[src/rtl/star_cam_lut_responder.sv]
// Responder side of the STAR CAM/SUB and LUT interfaces: holds the CAM value table and
// the exp LUT, loads them serially, and answers match/subtract/exp/sum requests combinationally.
module star_cam_lut_responder #(
  parameter int unsigned ENTRIES = 64,
  parameter int unsigned DW      = 8,
  parameter int unsigned AW      = 6
) (
  input  logic               clk,
  input  logic               reset_n,
  input  logic               cfg_start,
  input  logic               cfg_we,
  input  logic [DW-1:0]      cfg_wdata,
  output logic               ready,
  input  logic               CAMSUB_req,
  input  logic [DW-1:0]      xi,
  output logic [ENTRIES-1:0] i_xi_MV,
  input  logic               FindSub_req,
  input  logic [ENTRIES-1:0] o_xmax_MV,
  input  logic [ENTRIES-1:0] o_xi_MV,
  output logic [ENTRIES-1:0] i_sub_MV,
  input  logic [ENTRIES-1:0] o_sub_MV,
  input  logic [ENTRIES-1:0] o_sum_MV,
  output logic [DW-1:0]      exp,
  output logic [DW-1:0]      Sum_exp,
  output logic [7:0]         miss_cnt,
  output logic               err
);

  localparam int unsigned SW = DW + AW;  // accumulator wide enough for ENTRIES full-scale terms

  typedef enum logic [1:0] {
    IDLE     = 2'd0,
    LOAD_CAM = 2'd1,
    LOAD_LUT = 2'd2,
    READY    = 2'd3
  } state_t;

  state_t            state_q;
  logic [AW-1:0]     ptr_q;
  logic              ready_q;
  logic [7:0]        miss_q;
  logic              err_q;
  logic [DW-1:0]     cam_q [ENTRIES];
  logic [DW-1:0]     lut_q [ENTRIES];

  logic [ENTRIES-1:0] xi_match;
  logic [ENTRIES-1:0] sub_match;
  logic [DW-1:0]      diff;
  logic [SW-1:0]      acc;
  logic [DW-1:0]      sum_sat;
  logic               cam_miss;
  logic               sub_miss;
  logic [8:0]         miss_sum;
  logic [7:0]         miss_d;
  logic               req_err;
  logic               we_err;

  // Index of the highest set bit; an empty vector maps to entry 0.
  function automatic logic [AW-1:0] hi_idx(input logic [ENTRIES-1:0] v);
    hi_idx = '0;
    for (int k = 0; k < int'(ENTRIES); k++) begin
      if (v[k]) hi_idx = AW'(k);
    end
  endfunction

  // CAM searches for the key and for the subtraction result.
  always_comb begin
    xi_match  = '0;
    sub_match = '0;
    diff      = cam_q[hi_idx(o_xmax_MV)] - cam_q[hi_idx(o_xi_MV)];
    for (int k = 0; k < int'(ENTRIES); k++) begin
      xi_match[k]  = (cam_q[k] == xi);
      sub_match[k] = (cam_q[k] == diff);
    end
  end

  // Saturating LUT sum over the selected entries.
  always_comb begin
    acc = '0;
    for (int k = 0; k < int'(ENTRIES); k++) begin
      if (o_sum_MV[k]) acc = acc + SW'(lut_q[k]);
    end
    sum_sat = (acc[SW-1:DW] != '0) ? {DW{1'b1}} : acc[DW-1:0];
  end

  // Miss statistics and error sources, evaluated for the coming edge.
  always_comb begin
    cam_miss = CAMSUB_req && ready_q && (xi_match == '0);
    sub_miss = FindSub_req && ready_q && (sub_match == '0);
    miss_sum = 9'(miss_q) + 9'(cam_miss) + 9'(sub_miss);
    miss_d   = miss_sum[8] ? 8'hFF : miss_sum[7:0];
    req_err  = (CAMSUB_req || FindSub_req) && !ready_q;
    we_err   = cfg_we && ((state_q == IDLE) || (state_q == READY));
  end

  assign i_xi_MV  = (CAMSUB_req && ready_q) ? xi_match : '0;
  assign i_sub_MV = (FindSub_req && ready_q) ? sub_match : '0;
  assign exp      = ready_q ? lut_q[hi_idx(o_sub_MV)] : '0;
  assign Sum_exp  = ready_q ? sum_sat : '0;
  assign ready    = ready_q;
  assign miss_cnt = miss_q;
  assign err      = err_q;

  // Load FSM, tables and statistics; cfg_start restarts from a clean slate in any state.
  always_ff @(posedge clk) begin
    if (!reset_n || cfg_start) begin
      state_q <= reset_n ? LOAD_CAM : IDLE;
      ptr_q   <= '0;
      ready_q <= 1'b0;
      miss_q  <= '0;
      err_q   <= 1'b0;
      for (int k = 0; k < int'(ENTRIES); k++) begin
        cam_q[k] <= '0;
        lut_q[k] <= '0;
      end
    end else begin
      miss_q <= miss_d;
      if (req_err || we_err) err_q <= 1'b1;
      case (state_q)
        LOAD_CAM: begin
          if (cfg_we) begin
            cam_q[ptr_q] <= cfg_wdata;
            ptr_q        <= ptr_q + AW'(1);
            if (ptr_q == AW'(ENTRIES - 1)) state_q <= LOAD_LUT;
          end
        end
        LOAD_LUT: begin
          if (cfg_we) begin
            lut_q[ptr_q] <= cfg_wdata;
            ptr_q        <= ptr_q + AW'(1);
            if (ptr_q == AW'(ENTRIES - 1)) begin
              state_q <= READY;
              ready_q <= 1'b1;
            end
          end
        end
        default: ;
      endcase
    end
  end

endmodule

[config.mk]
export PLATFORM = sky130hd
export DESIGN_NAME = star_cam_lut_responder
export DESIGN_NICKNAME = d
export VERILOG_FILES = /design/src/rtl/star_cam_lut_responder.sv
export SDC_FILE = /design/constraint.sdc
export NUM_CORES = 2
export LEC_CHECK = 0
export BUFFER_PORTS_ARGS = -buffer_cell sky130_fd_sc_hd__buf_2
export CORE_MARGIN = 2
export CORE_UTILIZATION = 35
export CTS_CLUSTER_SIZE = 25
export DETAILED_ROUTE_END_ITERATION = 8
export HOLD_SLACK_MARGIN = 0.05
export PLACE_DENSITY_LB_ADDON = 0.15
export SKIP_CTS_REPAIR_TIMING = 1
export SYNTH_ARGS = -nofsm -noshare
export SYNTH_HDL_FRONTEND = slang
export SYNTH_SLANG_ARGS = --single-unit
[constraint.sdc]
create_clock -name clk -period 137.5 [get_ports clk]
set_input_delay 6.875 -clock clk [delete_from_list [all_inputs] [get_ports clk]]
set_output_delay 6.875 -clock clk [all_outputs]
set_load 0.02 [all_outputs]
# Yosys cells after proc, flatten, opt, wreduce, memory -nomap -nowiden
# Memories as Yosys holds them, arrays and structs flattened.
# Cells that the tools add are included.
# op_classes
n_addsub,67
n_eq_ne,136
mux,281
reduce_logical,23
# op_table
op,n
$mux W6,188
$eq A8 B8 Y1,128
$add A14 B8 Y14,63
$mux W14,63
$logic_not A64 Y1,2
$mux W64,2
$mux W8,7
$reduce_or A8 Y1,2
$mux W1,15
$ne A3 B3 Y1 const B,4
$mux W2,5
$add A8 B1 Y9,1
$add A9 B1 Y9,1
$sub A8 B8 Y8,1
$add A6 B1 Y6 const B,1
$eq A6 B6 Y1 const B,1
$logic_and A1 B1 Y1,6
$reduce_bool A6 Y1,1
$reduce_and A5 Y1,1
$eq A2 B2 Y1 const B,2
$logic_or A1 B1 Y1,4
$pmux W2 S2,1
$reduce_and A3 Y1,1
$reduce_bool A3 Y1,1
other kinds (5),6
# totals
register_bits,18
mem_bits_rw,1024
out_inout_bits,154
word_cells,514
mem_count,2
# mem_list
memory,words,width,read_ports,rd_ports_with_merged_regs,write_ports,line,text
cam_q,64,8,66,0,64,43,logic [DW-1:0] cam_q [ENTRIES];
lut_q,64,8,65,0,64,44,logic [DW-1:0] lut_q [ENTRIES];

# Longest topological paths before layout
# An unclocked memory read counts as a cell.
# depth
ltp_word,131
mapped_depth,318
ltp_nobuf,318

# Worst setup path before layout
# Ideal clock, no wire load.
# synth_path
path_type,input-to-output
start,input o_sum_MV[0]
end,output Sum_exp[2]
arrival_time_ns,57.290
setup_slack_ns,73.335
path_stages,311
path_cell_list,and2_1 ha_1 inv_1 fa_1 nor2b_2 o21ai_0 or3b_2 a31o_2 ha_1 or3_1 a21oi_1 or2_2 inv_1 ha_1 o21a_1 o31ai_2 nand3_1 o21ai_0 [275 not listed] nand2_1 o21ai_0 ha_1 nor3_1 o21ai_0 o21a_1 ha_1 nor2b_1 o21ai_0 nor2_1 nand3b_1 or3_1 nor2_1 and2_1 mux2i_1 o22ai_2 a31oi_4 o31a_1
# synth_via
elab_chain_cells,130
# synth_rtl
element,line,text
"start, declared",22,"input logic [ENTRIES-1:0] o_sum_MV,"
$mux W8 (*),81,if (o_sum_MV[k]) acc = acc + SW'(lut_q[k]);
$add A14 B8 Y14,81,
$mux W14 (*),81,
$add A14 B8 Y14,81,
$mux W14 (*),81,
$add A14 B8 Y14,81,
$mux W14 (*),81,
$add A14 B8 Y14,81,
[114 not listed],--,
$mux W14 (*),81,
$add A14 B8 Y14,81,
$mux W14 (*),81,
$add A14 B8 Y14,81,
$mux W14 (*),81,
$reduce_bool A6 Y1,83,sum_sat = (acc[SW-1:DW] != '0) ? {DW{1'b1}} : acc[DW-1:0];
$mux W8 (*),83,
$mux W8 (*),99,assign Sum_exp = ready_q ? sum_sat : '0;
"end, declared",24,"output logic [DW-1:0] Sum_exp,"
# Every way passes the cells marked *; elsewhere a longest branch is shown, timed or not.

# Final worst setup path
# layout_path
start,input o_sum_MV[0]
end,output Sum_exp[4]
# The elaborated chain is that of the path after synthesis.

==> impl_metrics.yaml <==
logic_synthesis:
  synth_simple_gate_area_share_pct: 19.75
  ys.warnings.count: 0
  synth_fp_nets: 12080
  ys_seq_area_share_pct: 30.32
  postSynth.asyncResetShare_pct: 0
  postSynthCellCount: 11220
  synthAdderAreaFrac_pct: 7.612
  yosys.cell_types.count: 122
  synth_seq_cells: 1042
  synth_edf_count: 1026
  dominantRegCellSynth: "sky130_fd_sc_hd__edfxtp_1"
  synth_top_family_by_area: "simple AND/OR/NAND/NOR gates"
  post_synth_mux_area_share_pct: 8.537
  synth-xor-area-share_pct: 14.18
  compound_cell_area_share_of_the_yosys_netlist_pct: 15.36
  synth_area_per_cell_um2: 9.153
  post_synth_instance_area_mm2: 0.1027
critical_path:
  ff2ff_path_depth: 31
  worst-endpoint-arrival_ns: 66.81
  timing.critical_path.slowest_stage_cell: "sky130_fd_sc_hd__or4_1"
  worstSetupStartpointType: "primary input"
  endpoint_kind: "output pin"
  max_incr_delay_on_cp_ns: 0.61
  worst-endpoint-required_ns: 130.62
  cp_max_fo: 9
  timing_worst_setup_path_type: "primary input to output pin"
  worst_r2r_endpoint: "miss_cnt[1]"
  regToRegSetupSlack_ns: 127.29
  crit-reg2reg-launch: "cam_q[46][0]"
  cp_most_frequent_cell: "sky130_fd_sc_hd__ha_1"
routing:
  drt_pre_antenna_iters: 6
  route.detailed.wl_per_inst_um: 26.06
  via_count: 87930
  drcViolationCount: 0
  dr.first_iter.drc_count: 8806
  vias_per_cell: 5.734
  drt-total-wl_mm: 399.6
  routed_antenna_nets: 0
timing:
  maxClockFrequency_mhz: 13.57
  setup_tns_ns: 0
  fin_crit_ns: 73.69
  fin_worst_hold_slack_ns: 0.5386
  worst-slew-pin-transition_ns: 1.336
  hold_violations: 0
  finalMaxSlewViolations: 0
  max-slew-margin-rel_pct: 10.26
  grt_setup_unrepaired: "no"
  final_setup_violation_count: 0
  timing.clock.skew_ns: 0.05067
  final.period_utilization_pct: 53.59
finish:
  post_layout_nonfiller_instances: 15340
  drive_above_1_share_pct: 12.14
  syn_to_final_growth_pct: 10.63
  final-seq-area_mm2: 0.03113
  multiInputGateArea_mm2: 0.06750
  utilization_pct: 38.99
  final_nets: 12170
  fill_cells: 29170
floorplan:
  coreArea_mm2: 0.2913
  floorplan.initialDensity_pct: 35.24
  die_y_um: 545.6
  fp.dieW_um: 545.6
  placementRows: 198
  design.die.area_mm2: 0.2977
  num_io_pins: 432
global_route:
  track_usage_pct: 26.01
  number_of_antenna_violations_at_the_first_check_in_global_routing: 55
  grt_remaining_overflow: 0
  grt_start_max_net_pins: 172
  top_usage_layer: "met2"
  met1_usage_pct: 34.47
  grt.met3_usage_pct: 4.740
  via_count_of_the_first_global_routing_pass: 86280
  grt_first_pass_wirelength_mm: 581.1
  use_met2_pct: 41.75
job:
  max_cap_viol_count: 0
hold_path:
  worstHoldPathCells: 2
  worstHoldStart: "err"
  hold_path_class: "register to register"
  end_of_the_worst_hold_path: "err"
placement:
  io_buffers: 428
  place.detailed.instances: 15070
  place_hpwl_mm: 292.7
  routabilityCongestion: 0.9515
clocking:
  cts_tree: "built"
  cts.root.buffer_cell: "sky130_fd_sc_hd__clkbuf_16"
  clk_pin_slew_worst_paths_ns: 0.06
  tritoncts_num_sinks: 1042
  clock_latency_ns: 0.82
  tritoncts.num_buffers: 140
  clockBufferDepth: 3
  htree_levels: 4
status:
  status: "finished, final reports clean"
==> critical path: cells and delay by family <==
family	cells	cell delay (ns)
compound gates	138	22.75
xor+xnor	21	3.21
fa+ha+maj	64	19.90
buf+inv	20	1.95
mux	9	2.59
simple gates	63	9.39
==> routing by layer <==
metal	part of all wire, %	routed length (um)
met1	42	168900
met2	45	180400
met3	8.2	32580
met4	4.4	17650
met5	0.028	111
==> cell usage after synthesis (all sizes together), types with 147 or more instances <==
| cell | n | share of area [%] |
|---|---|---|
| and2 | 1212 | 7.4 |
| nand2 | 871 | 3.2 |
| clkbuf | 522 | 1.9 |
| nor2 | 689 | 2.5 |
| nor2b | 188 | 1.1 |
| inv | 521 | 1.9 |
| nor4 | 207 | 1.3 |
| a21o | 152 | 1.1 |
| xor2 | 792 | 6.9 |
| o21ai | 639 | 3.1 |
| o21a | 147 | 1.1 |
| ha | 515 | 6.3 |
| a21oi | 536 | 2.6 |
| edfxtp | 1026 | 30 |
| mux4 | 260 | 5.7 |
| xnor2 | 759 | 6.9 |
| nor3 | 252 | 1.2 |
| a211oi | 225 | 1.7 |
==> stage by stage <==
step | setup WS [ns] | cell area (um^2)
detailed placement | 64.22 | 108900
global placement | 65.36 | 108900
floorplan | 73.34 | 102700
finish | 63.81 | 113600
CTS | 63.99 | 113500
global route | 58.66 | 113600
==> layout make-up <==
class	count	area share (%)
multi-input combinational	9023	59.42
sequential	1042	27.41
tap	3900	4.296
clock buffer	161	3.181
timing repair buffer	578	3.001
inverter	527	1.744
clock inverter	89	0.9121
antenna	16	0.03525
==> registers in the layout, summed over array words and instances, names as in the netlist <==
name,count
ptr_q,6
state_q,2
miss_cnt,8
lut_q,512
ready,1
cam_q,512
err,1
==> layout by cell type (no fill, tap or decap), types with 140 or more instances in the layout <==
cell type | netlist | final
sky130_fd_sc_hd__buf_4 | 0 | 154
sky130_fd_sc_hd__a21o_1 | 151 | 151
sky130_fd_sc_hd__xnor2_1 | 725 | 721
sky130_fd_sc_hd__and2_1 | 1212 | 1211
sky130_fd_sc_hd__nor4_1 | 207 | 200
sky130_fd_sc_hd__xor2_1 | 776 | 774
sky130_fd_sc_hd__ha_1 | 515 | 514
sky130_fd_sc_hd__nand2_1 | 868 | 864
sky130_fd_sc_hd__a211oi_1 | 223 | 223
sky130_fd_sc_hd__clkbuf_16 | 0 | 141
sky130_fd_sc_hd__nor3_1 | 251 | 249
sky130_fd_sc_hd__nor2b_1 | 187 | 187
sky130_fd_sc_hd__a21oi_1 | 533 | 533
sky130_fd_sc_hd__edfxtp_1 | 1026 | 1026
sky130_fd_sc_hd__o21a_1 | 147 | 147
sky130_fd_sc_hd__o21bai_1 | 142 | 142
sky130_fd_sc_hd__nor2_1 | 687 | 683
sky130_fd_sc_hd__inv_1 | 519 | 518
sky130_fd_sc_hd__buf_2 | 5 | 413
sky130_fd_sc_hd__mux2_2 | 140 | 140
sky130_fd_sc_hd__o21ai_0 | 611 | 610
sky130_fd_sc_hd__mux4_2 | 260 | 260
==> cell families after synthesis <==
family,count (synthesis)
DFF,1042
buffers and inverters,1152
AOI/OAI and AO/OA,2435
adders and majority gates,587
xor gates and xnor gates,1567
and+or+nand+nor,3903
muxes,531
==> worst max-delay path by stage <==
stage                startpoint         end  slack (ns)  cells past startpoint
floorplan           o_sum_MV[0]  Sum_exp[2]       73.34                    311
global placement    o_sum_MV[0]  Sum_exp[3]       65.36                    313
finish              o_sum_MV[0]  Sum_exp[4]       63.81                    315
global route        o_sum_MV[0]  Sum_exp[3]       58.66                    315
CTS                 o_sum_MV[0]  Sum_exp[3]       63.99                    315
detailed placement  o_sum_MV[0]  Sum_exp[3]       64.22                    315
Power is left out: the tool's default activity adds up to more than one toggle a clock period on the data nets, which glitch-free logic cannot reach.
